--- config.mk ---
export PLATFORM = sky130hd
export DESIGN_NAME = mod_reduce_seq_flat
export DESIGN_NICKNAME = d
export VERILOG_FILES = /design/src/rtl/mod_reduce_seq_if.sv /design/src/rtl/mod_reduce_seq.sv /design/src/flat_wrapper.sv
export SDC_FILE = /design/constraint.sdc
export NUM_CORES = 1
export LEC_CHECK = 0
export CAP_MARGIN = 10
export CORE_MARGIN = 2
export CORE_UTILIZATION = 51
export CTS_BUF_LIST = sky130_fd_sc_hd__clkbuf_8
export DETAILED_ROUTE_END_ITERATION = 6
export GPL_TIMING_DRIVEN = 0
export PLACE_DENSITY = 0.88
export SLEW_MARGIN = 30
export SYNTH_ARGS = -nofsm -noshare
export SYNTH_HDL_FRONTEND = slang
export SYNTH_SLANG_ARGS = --single-unit
--- constraint.sdc ---
create_clock -name clk -period 5.8 [get_ports clk]
set_input_delay 0.87 -clock clk [delete_from_list [all_inputs] [get_ports clk]]
set_output_delay 0.87 -clock clk [all_outputs]
set_load 0.02 [all_outputs]
--- src/rtl/mod_reduce_seq_if.sv ---
// ----------------------------------------------------------------------------
// mod_reduce_seq_if
// Handshake/data bundle for the sequential modular reducer.
//   in_valid/in_ready : operand handshake (A, q presented together)
//   A                 : 2*DATA_W-bit value to reduce
//   q                 : DATA_W-bit modulus
//   out_valid/out_ready: result handshake
//   R                 : A mod q (0 when err)
//   err               : sampled modulus was zero
// master = producer/consumer around the reducer, slave = the reducer itself.
// ----------------------------------------------------------------------------
interface mod_reduce_seq_if #(
    parameter int DATA_W = 32
);
    logic                  in_valid;
    logic                  in_ready;
    logic [2*DATA_W-1:0]   A;
    logic [DATA_W-1:0]     q;
    logic                  out_valid;
    logic                  out_ready;
    logic [DATA_W-1:0]     R;
    logic                  err;

    modport master (
        output in_valid, A, q, out_ready,
        input  in_ready, out_valid, R, err
    );

    modport slave (
        input  in_valid, A, q, out_ready,
        output in_ready, out_valid, R, err
    );
endinterface

--- src/rtl/mod_reduce_seq.sv ---
// ----------------------------------------------------------------------------
// mod_reduce_seq
// Bit-serial restoring reducer: R = A mod q, one bit of A per cycle
// (2*DATA_W cycles per operation), MSB first.
//   clk   : system clock, rising edge
//   reset : asynchronous, active-high
//   bus   : mod_reduce_seq_if slave (in/out valid-ready handshakes, A, q, R, err)
// A zero modulus still runs the full 2*DATA_W steps so latency is uniform;
// the result is then forced to 0 and err is raised.
// ----------------------------------------------------------------------------
module mod_reduce_seq #(
    parameter int DATA_W = 32
) (
    input  logic              clk,
    input  logic              reset,
    mod_reduce_seq_if.slave   bus
);
    localparam int AW = 2 * DATA_W;
    localparam int CW = $clog2(AW);

    localparam logic [1:0] S_IDLE = 2'd0;
    localparam logic [1:0] S_BUSY = 2'd1;
    localparam logic [1:0] S_DONE = 2'd2;

    logic [1:0]        state;
    logic [AW-1:0]     a_lat;
    logic [DATA_W-1:0] q_lat;
    logic [DATA_W:0]   r;
    logic [CW-1:0]     cnt;
    logic [DATA_W-1:0] r_out;
    logic              err_q;

    // One restoring step. t is one bit wider than r so that q near 2^W-1
    // cannot wrap the comparison. When t >= q the difference is < q, so the
    // low W+1 bits of the subtraction are exact.
    logic [DATA_W+1:0] t;
    logic [DATA_W:0]   diff;
    logic [DATA_W:0]   r_next;

    always_comb begin
        t      = {r, a_lat[cnt]};
        diff   = t[DATA_W:0] - {1'b0, q_lat};
        r_next = (t >= {2'b00, q_lat}) ? diff : t[DATA_W:0];
    end

    assign bus.in_ready  = (state == S_IDLE);
    assign bus.out_valid = (state == S_DONE);
    assign bus.R         = r_out;
    assign bus.err       = err_q;

    always_ff @(posedge clk or posedge reset) begin
        if (reset) begin
            state <= S_IDLE;
            a_lat <= '0;
            q_lat <= '0;
            r     <= '0;
            cnt   <= '0;
            r_out <= '0;
            err_q <= 1'b0;
        end else begin
            case (state)
                S_IDLE: begin
                    if (bus.in_valid) begin
                        a_lat <= bus.A;
                        q_lat <= bus.q;
                        r     <= '0;
                        cnt   <= CW'(AW - 1);
                        err_q <= (bus.q == '0);
                        state <= S_BUSY;
                    end
                end
                S_BUSY: begin
                    r <= r_next;
                    if (cnt == '0) begin
                        r_out <= err_q ? '0 : r_next[DATA_W-1:0];
                        state <= S_DONE;
                    end else begin
                        cnt <= cnt - 1'b1;
                    end
                end
                S_DONE: begin
                    if (bus.out_ready) state <= S_IDLE;
                end
                default: state <= S_IDLE;
            endcase
        end
    end
endmodule

--- src/flat_wrapper.sv ---
// flat-port wrapper written by rule: the top's interface ports become plain ports
module mod_reduce_seq_flat 
#(
    parameter int DATA_W = 32
)
  (clk, reset, bus_in_valid, bus_A, bus_q, bus_out_ready, bus_in_ready, bus_out_valid, bus_R, bus_err);
  mod_reduce_seq_if #(.DATA_W(DATA_W)) bus_i ();
  input  logic clk;
  input  logic reset;
  input wire logic [$bits(bus_i.in_valid)-1:0] bus_in_valid;
  input wire logic [$bits(bus_i.A)-1:0] bus_A;
  input wire logic [$bits(bus_i.q)-1:0] bus_q;
  input wire logic [$bits(bus_i.out_ready)-1:0] bus_out_ready;
  output wire logic [$bits(bus_i.in_ready)-1:0] bus_in_ready;
  output wire logic [$bits(bus_i.out_valid)-1:0] bus_out_valid;
  output wire logic [$bits(bus_i.R)-1:0] bus_R;
  output wire logic [$bits(bus_i.err)-1:0] bus_err;
  assign bus_i.in_valid = bus_in_valid;
  assign bus_i.A = bus_A;
  assign bus_i.q = bus_q;
  assign bus_i.out_ready = bus_out_ready;
  assign bus_in_ready = bus_i.in_ready;
  assign bus_out_valid = bus_i.out_valid;
  assign bus_R = bus_i.R;
  assign bus_err = bus_i.err;
  mod_reduce_seq #(.DATA_W(DATA_W)) u_core (.clk(clk), .reset(reset), .bus(bus_i));
endmodule
==> metrics.csv, run 1 <==
metric,value,unit
status,"complete, no violations",
critPathArrivalTime,5.77,ns
ctsHoldBuffers,0,
cts.sinks,170,
post-synth-top-count-cell,dfrtp_1,
clkSlewWorstSetupHoldPaths,0.11,ns
insertion_delay,0.49,ns
fmax,184,MHz
fin_crit_sh,93.8,%
post-route-min-period,5.44,ns
ant_nets,0,
die-height,138,microns
vias,7262,
port_buffers,134,
synthTopCellsByCount,"170 x dfrtp_1, 97 x mux2_2, 73 x o21ai_0",
yosysWarningCount,0,
coreArea,17400,sq um
die_x,138,microns
pin_count,135,
syn_to_final_growth,22.9,%
tightest_slew,0.834,ns
yosysSeqAreaShare,46.6,%
multi_input_area,4530,sq um
antenna_found_initial,1,
drt_iter0_markers,624,
avgSynthCellArea,11.0,sq um
overflow,0,
drc,0,
syn_area,9140,sq um
drive_gt1_share,17.6,%
holdPathStages,2,
fillers,1309,
crit_type,register to register,
die_area,19000,sq um
synth_edf_count,0,
synth_top_area_share,46.6,%
final_max_slew_viol_count,0,
vias_per_cell,5.92,
wl_per_cell,19.7,microns
drt-total-wl,24.1,mm
final_nets,1122,
grt_max_degree,68,
power_leakage,4.82,nW
ys.flop_type,dfrtp_1,
fin_skew,0.0179,ns
cts.htree.levels,4,
cts_tree,done,
synth_top_area_cell,dfrtp_1,
hold_viol_final,0,
maxCapViolCount,0,
synth_area_leaders,"dfrtp_1 47%, mux2_2 12%, mux4_2 5.2%, ha_1 4.5%, o21ai_0 4.0%",
holdWs,0.488,ns
synthCells,834,
clock-root-buffer,clkbuf_8,
place.gp.congestion,0.944,
worstPathMaxFanout,10,
ir_drop,0.000285,V
dpl.hpwl,18.2,mm
grt_pass1_wl,38.8,mm
grtUsageTotal,27.1,%
final_core_utilization,64.5,%
dr.pass1.iters,5,
timing.hold.worst.class,register to register,
rsz0062_at_grt,false,
cp-start-kind,register,
row_count,48,
start_util,52.5,%
crit_path_end_kind,register,
ff_latch_area,4250,sq um
synth-seq-cells,170,
cts_buffers,17,
cts_buffer_depth,2,
async_reset_ff_share,100,%
crit_required,6.12,ns
synth.distinct_cells,61,
grt_pass1_vias,7582,
syn-num-nets,968,
reg2regPathDepth,18,
slew_headroom,43.9,%
powerDensity,566,nW/um^2
timing.reg2reg.setup_slack,0.36,ns
setup_viol,0,
[state kept, by name (all words and copies together), names as in the netlist]
name            count
u_core.a_lat       64
u_core.r           33
u_core.bus.R       32
u_core.q_lat       32
u_core.cnt          6
u_core.state        2
u_core.bus.err      1
[layout make-up]
| type | instances | share of cell area (%) |
|---|---|---|
| inverter | 44 | 1.54 |
| clock buffer | 17 | 2.08 |
| timing repair buffer | 136 | 12.4 |
| tap | 225 | 2.51 |
| multi-input combinational | 574 | 40.3 |
| sequential | 170 | 37.9 |
| antenna | 1 | 0.0223 |
| buffer | 45 | 1.66 |
| clock inverter | 15 | 1.55 |
[path summary, 6_finish.rpt]
| check | startpoint | endpoint |
|---|---|---|
| setup / recovery | u_core.cnt[1] | u_core.r[2] |
| hold / removal | u_core.bus.R[22] | u_core.bus.R[22] |
| setup reg to reg | u_core.cnt[1] | u_core.r[2] |
| hold reg to reg | u_core.bus.R[22] | u_core.bus.R[22] |
| max in group asynchronous | reset | u_core.r[3] |
| min in group asynchronous | reset | u_core.a_lat[2] |
[metrics by stage]
stage / area (sq um) / total power [mW] / std cells / setup WS, ns / setup TNS (ns)
floorplan: 9140 / 4.54 / 834 / 0.327 / 0
global placement: 10800 / 5.29 / 1193 / -1.74 / -294.91
detailed placement: 10800 / 5.42 / 1195 / 0.0538 / 0
CTS: 11200 / 6.32 / 1227 / 0.182 / 0
global route: 11200 / 6.80 / 1226 / 0.136 / 0
finish: 11200 / 6.36 / 1227 / 0.358 / 0
[logic make-up after synthesis]
kind of cell	synth area share [%]
AOI/OAI and AO/OA	13.2
and+or+nand+nor	10.1
DFF	46.6
muxes	18.9
buffers and inverters	3.86
adders and majority gates	4.74
xor gates and xnor gates	2.59
[cell usage in the layout, fill, tap and decap left out, types with 26 or more instances in the layout]
cell type	netlist	layout
nor2_1	26	26
dfrtp_1	170	170
clkdlybuf4s50_1	0	134
inv_1	44	43
a21oi_1	35	35
nand2_1	67	67
o21ai_0	73	73
nand3_1	33	33
mux2_2	97	97
ha_1	33	33
clkbuf_1	39	36
[per-layer routing]
metal  routed length [microns]  share of wire [%]  track usage (%)  up-vias
met1                      9760                 40             34.1     3577
met4                       792                3.3             11.6        0
met2                     12000                 50             45.1      307
met5                         0                  0                0        -
met3                      1530                6.4             6.03       55
li1                          -                  -                -     3323
[timing repair]
action | 4_1_cts | 5_1_grt
setup endpoints to repair | 1 | 6
buffers inserted | 0 | 0
gates resized for setup | 1 | 2
gates cloned | 0 | 0
[worst max-delay path, cell delays in order (launching register included)]
cell and delay, ns:
dfrtp_1 0.69, clkbuf_2 0.38, mux4_2 0.36, mux4_2 0.50
mux4_2 0.50, inv_1 0.08, ha_1 0.18, fa_1 0.19
nor2b_1 0.06, o21a_1 0.17, o21ai_0 0.24, a21o_1 0.26
a211oi_2 0.13, o31a_4 0.40, o21a_1 0.21, buf_4 0.20
buf_2 0.24, o21ai_0 0.33, o21ai_0 0.15
[where the power goes]
part	switching (mW)	internal, mW
combinational	1.97	1.62
clock	0.508	0.365
sequential	0.288	1.60
(Power assumes the default switching activity.)
==> run 2: changes to the inputs <==
- CTS_CLUSTER_DIAMETER: not set -> 120
- GPL_ROUTABILITY_DRIVEN: not set -> 0
==> metrics.csv, run 2 (synthesis results as in run 1) <==
metric,value,unit,change
status,"complete, no violations",,
slew_headroom,50.8,%,+7.0 points
powerDensity,565,nW/um^2,-0.22%
grt_pass1_vias,7517,,-0.86%
drc,0,,unchanged
slowest_stage,dfrtp_1,,
most-common-layout-cells,"170 x dfrtp_1, 134 x clkdlybuf4s50_1, 97 x mux2_2, 73 x o21ai_0, 67 x nand2_1",,
cts_resized,0,,-1
timing.hold.worst.class,register to register,,
overflow,0,,unchanged
ctsHoldBuffers,0,,unchanged
postCtsSetupBuffers,0,,unchanged
cts_tree,done,,
power_leakage,4.79,nW,-0.52%
insertion_delay,0.49,ns,about the same
clkSlewWorstSetupHoldPaths,0.10,ns,about the same
n_antenna_cell,0,,-1
worstPathMaxFanout,10,,unchanged
holdWs,0.488,ns,-0.000624 ns
coreArea,17400,sq um,unchanged
row_count,48,,unchanged
antenna_found_initial,1,,unchanged
crit_chain,"clkbuf_1, mux4_2, mux4_2, mux4_2, inv_1, ha_1, fa_1, nor2b_1, o21a_1, o21ai_0, a21o_1, a211oi_2, o31a_4, o21a_1, buf_4, buf_2, o21ai_0, o21ai_0",,
dp.cells,1194,,-0.084%
cp-start-kind,register,,
critPathMaxStageDelay,0.71,ns,+0.02 ns
hold_viol_final,0,,unchanged
start_util,52.5,%,unchanged
post-route-min-period,5.56,ns,+0.116 ns
drt-total-wl,23.7,mm,-1.8%
port_buffers,134,,unchanged
ir_drop,0.000355,V,+24%
drive_gt1_share,17.3,%,-0.28 points
pin_count,135,,unchanged
fillers,1289,,-1.5%
cts_buffer_depth,2,,unchanged
multi_input_area,4530,sq um,unchanged
layout.cells.non_filler,1225,,-0.16%
clock-root-buffer,clkbuf_8,,
final_nets,1121,,-0.089%
syn_to_final_growth,22.6,%,
grtUsageTotal,26.2,%,-0.83 points
rsz0062_at_grt,false,,
reg_top3,"u_core.a_lat: 64 flops, u_core.r: 33 flops",,
final_common_cell,dfrtp_1,,
vias,7320,,+0.80%
grt_max_degree,96,,+41%
dpl.hpwl,17.8,mm,-1.9%
setup_viol,0,,unchanged
wl_per_cell,19.4,microns,-1.6%
final_max_slew_viol_count,0,,unchanged
ant_nets,0,,unchanged
die_area,19000,sq um,unchanged
ff_latch_area,4250,sq um,unchanged
critPathArrivalTime,5.89,ns,+0.12 ns
cts.htree.levels,4,,unchanged
top_register,u_core.a_lat,,
largest_register_ffs,64,,unchanged
fin_skew,0.0265,ns,+0.00856 ns
final_core_utilization,64.3,%,-0.18 points
finalPower,6.33,mW,-0.50%
grt_pass1_wl,38.0,mm,-2.3%
cts_buffers,17,,unchanged
fin_crit_sh,95.8,%,+2.0 points
timing.reg2reg.setup_slack,0.24,ns,-0.12 ns
drt_iter0_markers,583,,-6.6%
crit_required,6.14,ns,+0.02 ns
dr.pass1.iters,7,,+2
crit_type,register to register,,
die-height,138,microns,unchanged
cts.sinks,170,,unchanged
tightest_slew,0.731,ns,-0.103 ns
fmax,180,MHz,-2.1%
crit_path_end_kind,register,,
maxCapViolCount,0,,unchanged
die_x,138,microns,unchanged
vias_per_cell,5.98,,+0.96%
-- run 2: cell types whose count changed in the layout (fill, tap and decap cells not counted) --
cell | previous run | this run
diode_2 | 1 | 0
buf_16 | 2 | 1
clkbuf_8 | 17 | 19
clkbuf_1 | 36 | 38
clkinvlp_4 | 0 | 2
clkinv_4 | 2 | 1
clkinv_8 | 2 | 1
inv_8 | 5 | 4
clkbuf_2 | 2 | 0
clkinv_2 | 1 | 0
-- run 2: metrics by stage --
| stage | TNS [ns] | worst slack [ns] | cell area (sq um) |
|---|---|---|---|
| floorplan | 0 | 0.327 | 9140 |
| global placement | -309.04 | -1.83 | 10800 |
| detailed placement | 0 | 0.162 | 10800 |
| CTS | 0 | 0.111 | 11200 |
| global route | 0 | 0.0970 | 11200 |
| finish | 0 | 0.242 | 11200 |
-- run 2: path summary, 6_finish.rpt --
| check | startpoint | to | depth (start not counted) |
|---|---|---|---|
| max in group asynchronous | reset | u_core.r[3] | 3 |
| min | u_core.bus.R[16] | u_core.bus.R[16] | 2 |
| min reg2reg | u_core.bus.R[16] | u_core.bus.R[16] | 2 |
| min in group asynchronous | reset | u_core.q_lat[31] | 2 |
| max reg2reg | u_core.cnt[1] | u_core.r[2] | 18 |
| max | u_core.cnt[1] | u_core.r[2] | 18 |
-- run 2: where the power goes --
group	total, mW	switching (mW)	leakage [nW]	internal [mW]
clock	0.868	0.486	0.203	0.382
sequential	1.88	0.273	2.07	1.60
combinational	3.59	1.96	2.52	1.62
-- run 2: metal layers --
| metal | GRT usage, % | vias up | share of wire [%] |
|---|---|---|---|
| li1 | - | 3334 | - |
| met1 | 32.8 | 3569 | 40 |
| met2 | 42.2 | 334 | 48 |
| met3 | 6.51 | 83 | 7.3 |
| met4 | 13.9 | 0 | 4.5 |
| met5 | 0 | - | 0 |
-- run 2: final cells by class --
cell class	instances	area share, %
multi-input cells	574	40.4
flip-flops and latches	170	38.0
repair buffers	135	12.2
well taps	225	2.51
clock buffers	19	2.33
plain buffers	45	1.64
inverters	44	1.54
clock inverters	13	1.32
-- run 2: critical path: cells and delay by family (launching register included) --
| kind | cells | cell delay (ns) |
|---|---|---|
| AO/OA/AOI/OAI | 8 | 1.88 |
| adder cells (fa/ha/maj) | 2 | 0.35 |
| buffers and inverters | 4 | 1.00 |
| flip-flops | 1 | 0.71 |
| multiplexers | 3 | 1.41 |
| AND/OR/NAND/NOR | 1 | 0.05 |
